### src/rtl/dac_spi_tx.sv
// Serial transmitter for 12-bit DDS samples into a DAC121S101-style 16-bit SPI frame.
// Optional one-entry skid buffer enabled by defining DAC_SPI_TX_SKIDBUF_EN.
module dac_spi_tx #(
  parameter int unsigned CLK_DIV = 2,
  parameter int unsigned DATA_W  = 12
) (
  input  logic              clk,
  input  logic              rst,
  input  logic [DATA_W-1:0] sample,
  input  logic              sample_valid,
  output logic              sample_ready,
  input  logic [1:0]        power_mode,
  output logic              dac_sync,
  output logic              dac_sclk,
  output logic              dac_din,
  output logic              busy,
  output logic              frame_done
);

  localparam int unsigned FRAME_W = 16;
  localparam int unsigned BIT_W   = 4;
  localparam int unsigned CNT_W   = $clog2(2 * CLK_DIV + 1);
  localparam logic [CNT_W-1:0] HALF_LD = CNT_W'(CLK_DIV - 1);
  localparam logic [CNT_W-1:0] GAP_LD  = CNT_W'(2 * CLK_DIV - 1);
  localparam logic [BIT_W-1:0] LAST_BIT = BIT_W'(FRAME_W - 1);

  typedef enum logic [2:0] {
    IDLE,
    SETUP,
    SHIFT_LO,
    SHIFT_HI,
    GAP
  } state_t;

  state_t             state, state_nxt;
  logic [CNT_W-1:0]   cnt, cnt_nxt;
  logic [BIT_W-1:0]   bit_cnt, bit_cnt_nxt;
  logic [FRAME_W-1:0] shreg, shreg_nxt;
  logic               sync_nxt, sclk_nxt, din_nxt, busy_nxt, done_nxt, ready_nxt;
  logic               active_c;
  logic               hs_c;
  logic [FRAME_W-1:0] frame_c;

`ifdef DAC_SPI_TX_SKIDBUF_EN
  logic               buf_full, buf_full_nxt;
  logic [FRAME_W-1:0] buf_data, buf_data_nxt;
`endif

  assign hs_c    = sample_valid && sample_ready;
  assign frame_c = FRAME_W'({2'b00, power_mode, sample});

  // Next-state, datapath and next-output decode; pins are registered from these.
  always_comb begin
    state_nxt   = state;
    cnt_nxt     = cnt;
    bit_cnt_nxt = bit_cnt;
    shreg_nxt   = shreg;
    done_nxt    = 1'b0;
`ifdef DAC_SPI_TX_SKIDBUF_EN
    buf_full_nxt = buf_full;
    buf_data_nxt = buf_data;
`endif
    if (cnt != '0) cnt_nxt = cnt - CNT_W'(1);

    case (state)
      IDLE: begin
        if (hs_c) begin
          state_nxt = SETUP;
          shreg_nxt = frame_c;
          cnt_nxt   = HALF_LD;
        end
      end
      SETUP: begin
        if (cnt == '0) begin
          state_nxt   = SHIFT_LO;
          bit_cnt_nxt = '0;
          cnt_nxt     = HALF_LD;
        end
      end
      SHIFT_LO: begin
        if (cnt == '0) begin
          if (bit_cnt == LAST_BIT) begin
            state_nxt = GAP;
            cnt_nxt   = GAP_LD;
            done_nxt  = 1'b1;
          end else begin
            state_nxt = SHIFT_HI;
            shreg_nxt = {shreg[FRAME_W-2:0], 1'b0};
            cnt_nxt   = HALF_LD;
          end
        end
      end
      SHIFT_HI: begin
        if (cnt == '0) begin
          state_nxt   = SHIFT_LO;
          bit_cnt_nxt = bit_cnt + BIT_W'(1);
          cnt_nxt     = HALF_LD;
        end
      end
      GAP: begin
        if (cnt == '0) begin
`ifdef DAC_SPI_TX_SKIDBUF_EN
          if (buf_full) begin
            state_nxt    = SETUP;
            shreg_nxt    = buf_data;
            buf_full_nxt = 1'b0;
            cnt_nxt      = HALF_LD;
          end else if (hs_c) begin
            state_nxt = SETUP;
            shreg_nxt = frame_c;
            cnt_nxt   = HALF_LD;
          end else begin
            state_nxt = IDLE;
          end
`else
          state_nxt = IDLE;
`endif
        end
      end
      default: begin
        state_nxt = IDLE;
        cnt_nxt   = '0;
      end
    endcase

`ifdef DAC_SPI_TX_SKIDBUF_EN
    // Samples arriving mid-frame park in the buffer; IDLE and the last GAP cycle load directly.
    if (hs_c && !(state == IDLE || (state == GAP && cnt == '0))) begin
      buf_full_nxt = 1'b1;
      buf_data_nxt = frame_c;
    end
    ready_nxt = !buf_full_nxt;
`else
    ready_nxt = (state_nxt == IDLE);
`endif

    active_c = (state_nxt == SETUP) || (state_nxt == SHIFT_LO) || (state_nxt == SHIFT_HI);
    sync_nxt = !active_c;
    sclk_nxt = (state_nxt != SHIFT_LO);
    din_nxt  = active_c && shreg_nxt[FRAME_W-1];
    busy_nxt = (state_nxt != IDLE);
  end

  // State, datapath and registered pin outputs.
  always_ff @(posedge clk or negedge rst) begin
    if (!rst) begin
      state        <= IDLE;
      cnt          <= '0;
      bit_cnt      <= '0;
      shreg        <= '0;
      dac_sync     <= 1'b1;
      dac_sclk     <= 1'b1;
      dac_din      <= 1'b0;
      busy         <= 1'b0;
      frame_done   <= 1'b0;
      sample_ready <= 1'b1;
    end else begin
      state        <= state_nxt;
      cnt          <= cnt_nxt;
      bit_cnt      <= bit_cnt_nxt;
      shreg        <= shreg_nxt;
      dac_sync     <= sync_nxt;
      dac_sclk     <= sclk_nxt;
      dac_din      <= din_nxt;
      busy         <= busy_nxt;
      frame_done   <= done_nxt;
      sample_ready <= ready_nxt;
    end
  end

`ifdef DAC_SPI_TX_SKIDBUF_EN
  always_ff @(posedge clk or negedge rst) begin
    if (!rst) begin
      buf_full <= 1'b0;
      buf_data <= '0;
    end else begin
      buf_full <= buf_full_nxt;
      buf_data <= buf_data_nxt;
    end
  end
`endif

endmodule

### config.mk
export PLATFORM = sky130hd
export DESIGN_NAME = dac_spi_tx
export DESIGN_NICKNAME = d
export VERILOG_FILES = /design/src/rtl/dac_spi_tx.sv
export SDC_FILE = /design/constraint.sdc
export NUM_CORES = 1
export LEC_CHECK = 0
export ABC_CLOCK_PERIOD_IN_PS = 2200
export BUFFER_PORTS_ARGS = -buffer_cell sky130_fd_sc_hd__clkbuf_2
export CORE_UTILIZATION = 50
export CTS_CLUSTER_SIZE = 24
export DETAILED_ROUTE_END_ITERATION = 6
export GPL_ROUTABILITY_DRIVEN = 0
export PLACE_DENSITY_LB_ADDON = 0.3
export SYNTH_ARGS = -nofsm -noshare
export SYNTH_HDL_FRONTEND = slang
export SYNTH_SLANG_ARGS = --single-unit
export TNS_END_PERCENT = 10
### constraint.sdc
create_clock -name clk -period 2.2 [get_ports clk]
set_input_delay 0.22 -clock clk [delete_from_list [all_inputs] [get_ports clk]]
set_output_delay 0.22 -clock clk [all_outputs]
set_load 0.02 [all_outputs]
Word-level counts from Yosys, hierarchy flattened:

Index checks and enable logic that the tools add are counted.

* output and inout port bits: 6
* flip-flop bits (word level): 32
* memories: 0
* input port bits: 17
* RAM bits: 0
* word-level logic and storage cells: 64
* latch bits: 0
* ROM bits: 0

* equality and inequality tests: 14
* shifts and indexed selects: 0
* muxes and demuxes: 22
* multipliers: 0
* $add $sub $neg: 2
* divide/modulo/power cells: 0
* reduce and logical (&&, ||, !) cells: 15
* $lt $le $gt $ge: 0
* bitwise operators: 0

Operators with widths (number)
* 2-to-1 mux 16 bit: 3
* case mux 16 bit (2 select lines): 1
* 2-to-1 mux 3 bit: 9
* case mux 3 bit (4 select lines): 2
* == test 3 x 2 -> 1 bit (second input constant): 4
* != test 2 bit (second input constant): 5
* logical NOT 3 bit: 3
* 2-to-1 mux 4 bit: 2
* case mux 4 bit (2 select lines): 1
* == test 3 x 1 -> 1 bit (second input constant): 2
* nonzero test 3 bit: 2
* adder 4 x 1 -> 4 bit (second input constant): 1
* == test 4 bit (second input constant): 1
* AND reduction 4 bit: 1
* nonzero test 2 bit: 2
* == test 3 bit (second input constant): 1
* 2-to-1 mux 1 bit: 3
* != test 3 x 2 -> 1 bit (second input constant): 1
* AND reduction 3 bit: 1
* subtractor 3 x 1 -> 3 bit (second input constant): 1
* logical AND 1 bit: 2
* logical OR 1 bit: 2
* 2-to-1 mux 2 bit: 1
* OR reduction 2 bit: 1
* logical NOT 1 bit: 1

Depth between registers and ports, before layout:

* depth after elaboration: 8
* depth in mapped cells: 8
* mapped depth without buffers: 6

Worst setup path before layout:

Ideal clock, no wire load.

* path kind: reg-to-reg
* start point: register cnt[0]
* end point: register shreg[10]
* required time: 2074 ps
* arrival: 1588 ps
* library setup time: 126 ps
* cell stages (with the launch flop): 8
* path slack: 486 ps
* path buffers: 1
* clock period less this slack: 1714 ps
* cells stage by stage: dfrtp_1 -> inv_1 -> ha_1 -> and2b_4 -> and3_4 -> o21ai_4 -> buf_6 -> a221o_1

* cells in the longest elaborated chain, start to end: 3

Ends and longest elaborated chain
* start: declaration: line 36 `logic [CNT_W-1:0] cnt, cnt_nxt;`
* start signal: assignment: line 159 `cnt <= cnt_nxt;`
* logical NOT 3 bit: line 81 `if (cnt == '0) begin`
* != test 2 bit (no source line)
* AND reduction 4 bit (no source line)
* end signal: assignment: line 161 `shreg <= shreg_nxt;`
* end: declaration: line 38 `logic [FRAME_W-1:0] shreg, shreg_nxt;`

No other way between the ends.
A chain may end at the register's enable or synchronous reset.

Worst setup path in the final report:

* start point: register cnt[0]
* end point: register dac_din

* cells in the longest elaborated chain, start to end: 7
* elaborated cells on any way between the ends: 13
* those cells by class: eq/ne: 3; mux: 6; reduce/logical: 4

Ends and longest elaborated chain
* logical NOT 3 bit (*)
* 2-to-1 mux 3 bit, on equally long branches
* case mux 3 bit (4 select lines): line 65 `case (state)`
* == test 3 x 1 -> 1 bit or == test 3 x 2 -> 1 bit (tied branches): line 137 `active_c = (state_nxt == SETUP) || (state_nxt == SHIFT_LO) || (state_nxt == SHIFT_HI);`
* logical OR 1 bit (2 in a row): line 137
* logical AND 1 bit (*): line 140 `din_nxt = active_c && shreg_nxt[FRAME_W-1];`
* net din_nxt: line 39 `logic sync_nxt, sclk_nxt, din_nxt, busy_nxt, done_nxt, ready_nxt;`
* end signal: assignment: line 164 `dac_din <= din_nxt;`
* end: declaration: line 15 `output logic dac_din,`

Mark *: on every way through the listed nets, which the timed path passes. The rest lies on a longest branch. The select of a mux whose other input is x is not followed.

==> flow_metrics.tcl <==
set metrics [dict create \
    status "finished with violations" \
    failed_checks "DRC" \
    yosysSeqAreaShare_pct 51.3 \
    pre_cts_ws_ns 0.372 \
    ys_types 40 \
    grt_use_total_pct 19.0 \
    numCtsBuffers 5 \
    finClkSkew_ns 0.00885 \
    nets 179 \
    cts-htree-levels 2 \
    cpPeakStageDelay_ns 0.40 \
    maxCapViolCount 0 \
    grt_pass1_wl_um 4820 \
    cts_tree "built" \
    syn_nets 157 \
    ant_nets 0 \
    ir_worst_vdd_mv 0.633 \
    setup-tns-final_ns 0 \
    setup_viol 0 \
    crit_type "reg2reg" \
    numClockSinks 32 \
    min_path_type "in2reg" \
    syn-cell-area_mm2 0.00157 \
    dp.cells 182 \
    cp_cell_sequence "inv_1 > ha_1 > and2b_4 > and3_4 > o21ai_4 > a32o_1" \
    clk_path_buf_depth 2 \
    slew_headroom_pct 49.8 \
    grt.met1_usage_pct 26.8 \
    syn_avg_cell_area_um2 11.4 \
    critPathArrivalTime_ns 2.10 \
    slew_violations 0 \
    synth-edff-count 0 \
    cp-end-kind "register" \
    die_y_um 58.0 \
    fin_util_pct 60.8 \
    die_x_um 58.0 \
    ff2ff_setup_slack_ns 0.36 \
    post-route-cell-area_mm2 0.00174 \
    grt_util_met2_pct 28.9 \
    critical-path-slowest-cell "o21ai_4" \
    core_area_mm2 0.00285 \
    root_buffer "clkbuf_4" \
    async_flop_share_pct 100 \
    ys.flop_type "dfrtp_1" \
    core.rowCount 19 \
    startpoint_type "register" \
    hold_ws_ns 0.133 \
    port_buffers 22 \
    ios 23 \
    drive_above_1_share_pct 30.6 \
    cp_max_fo 18 \
    grt_max_degree 33 \
    postCtsSetupRepairBufs 0 \
    die_area_mm2 0.00336 \
    rsz0062_at_grt "false" \
    yosys_warnings 0 \
    power_density_mw_per_mm2 1340 \
    antenna_cells 0 \
    dp_hpwl_um 1970 \
    worst_slack_ns 0.360 \
    hold_violations 0 \
    grt.met3_usage_pct 5.36 \
    syn_inst 137 \
    firstDrtPassIters 6 \
    vias_per_cell 5.85 \
    postRouteWirelength_um 2850 \
    fin_cells 191 \
    grt_pass1_vias 1040 \
    vias 1117 \
    wl_per_cell_um 14.9 \
    drtIter0Drc 37 \
    required_ns 2.46 \
    total_power_mw 2.33 \
    area_growth_syn_to_layout_pct 10.7 \
    period_share_pct 83.6 \
    p_leak_nw 0.802 \
    clkLatencyLatePin_ns 0.32 \
    worst_pin_slew_ns 0.753 \
    start_util_pct 55.0 \
    max_freq_mhz 544 \
    grt_busiest_layer "met2" \
    period_needed_ns 1.84 \
    ys_ff_latch 32 \
    drc 2 \
    antenna_found_initial 0 \
    clkSlewWorstSetupHoldPaths_ns 0.10 \
    grt-ovfl-total 0 \
    dpl_cell_area_mm2 0.00165 \
]
[per-layer routing]
| metal | vias up | part of all wire, % |
|---|---|---|
| met5 | - | 0 |
| met1 | 548 | 48 |
| li1 | 538 | - |
| met4 | 0 | 0.95 |
| met3 | 5 | 4.2 |
| met2 | 26 | 46 |
[layout by cell type, fill, tap and decap left out, types with 4 or more instances in the layout]
master,netlist,final
o21ai_0,7,7
a221o_1,8,8
a22o_1,5,5
nand2_1,12,12
clkbuf_4,0,5
nor2_1,8,8
clkbuf_2,0,22
and2_1,13,13
dfrtp_1,29,29
inv_1,4,4
a221o_2,5,5
[cell usage after synthesis (2+ instances only)]
cell	instances	area [um2]
buf_6	4	45.0
dfrtp_1	29	726
a21oi_1	3	15.0
nor3_1	3	15.0
nor2_1	8	30.0
buf_2	3	15.0
a221o_2	5	56.3
a221o_1	8	80.1
nand2_1	12	45.0
and2_1	13	81.3
a21o_1	2	15.0
a22o_1	5	43.8
and3_4	2	22.5
dfstp_2	3	78.8
ha_1	3	37.5
inv_1	4	15.0
o21ai_0	7	35.0
[cells by family (layout without fill, tap and decap cells)]
family                   after synthesis  count (layout)  share of synthesized area (%)
multiplexers                           1               1                          0.718
buffers and inverters                 12              35                           5.27
AO/OA/AOI/OAI                         38              38                           20.2
adder cells (fa/ha/maj)                3               3                           2.39
AND/OR/NAND/NOR                       51              51                           20.1
flip-flops                            32              32                           51.3
[sequential cells by signal (all words and copies together), names as in the netlist]
signal / flops
bit_cnt: 4
dac_sync: 1
shreg: 16
sample_ready: 1
dac_sclk: 1
frame_done: 1
dac_din: 1
state: 3
busy: 1
cnt: 3
[path summary, 6_finish.rpt]
path	endpoint	start	depth (start not counted)
max	dac_din	cnt[0]	6
min	shreg[0]	sample[0]	2
max reg2reg	dac_din	cnt[0]	6
min reg2reg	shreg[15]	shreg[15]	1
max in group asynchronous	state[2]	rst	2
min in group asynchronous	shreg[14]	rst	2
[final cells by class]
| cell class | instances | area [um2] |
|---|---|---|
| sequential | 32 | 805 |
| inverter | 4 | 15.0 |
| timing repair buffer | 23 | 120 |
| tap | 31 | 38.8 |
| clock buffer | 6 | 41.3 |
| fill | 250 | 1120 |
| clock inverter | 2 | 35.0 |
| multi-input combinational | 93 | 681 |
[worst max-delay path, delay by kind of cell, from the launching register on]
family | cells | cell delay, ns
adder cells (fa/ha/maj) | 1 | 0.27
AO/OA/AOI/OAI | 2 | 0.63
flip-flops | 1 | 0.39
buffers and inverters | 1 | 0.09
AND/OR/NAND/NOR | 2 | 0.40
[report_power, final]
group / leakage (nW) / switching (mW) / internal, mW
combinational: 0.368 / 0.453 / 0.425
clock: 0.0422 / 0.195 / 0.238
sequential: 0.391 / 0.182 / 0.839
[what timing repair did]
item	in CTS	in global routing
setup endpoints to repair	0	0
endpoints found under the hold margin	29	0
hold buffers	1	0
gates resized for setup	0	0
Note: power is estimated with default switching activity, not from simulation.
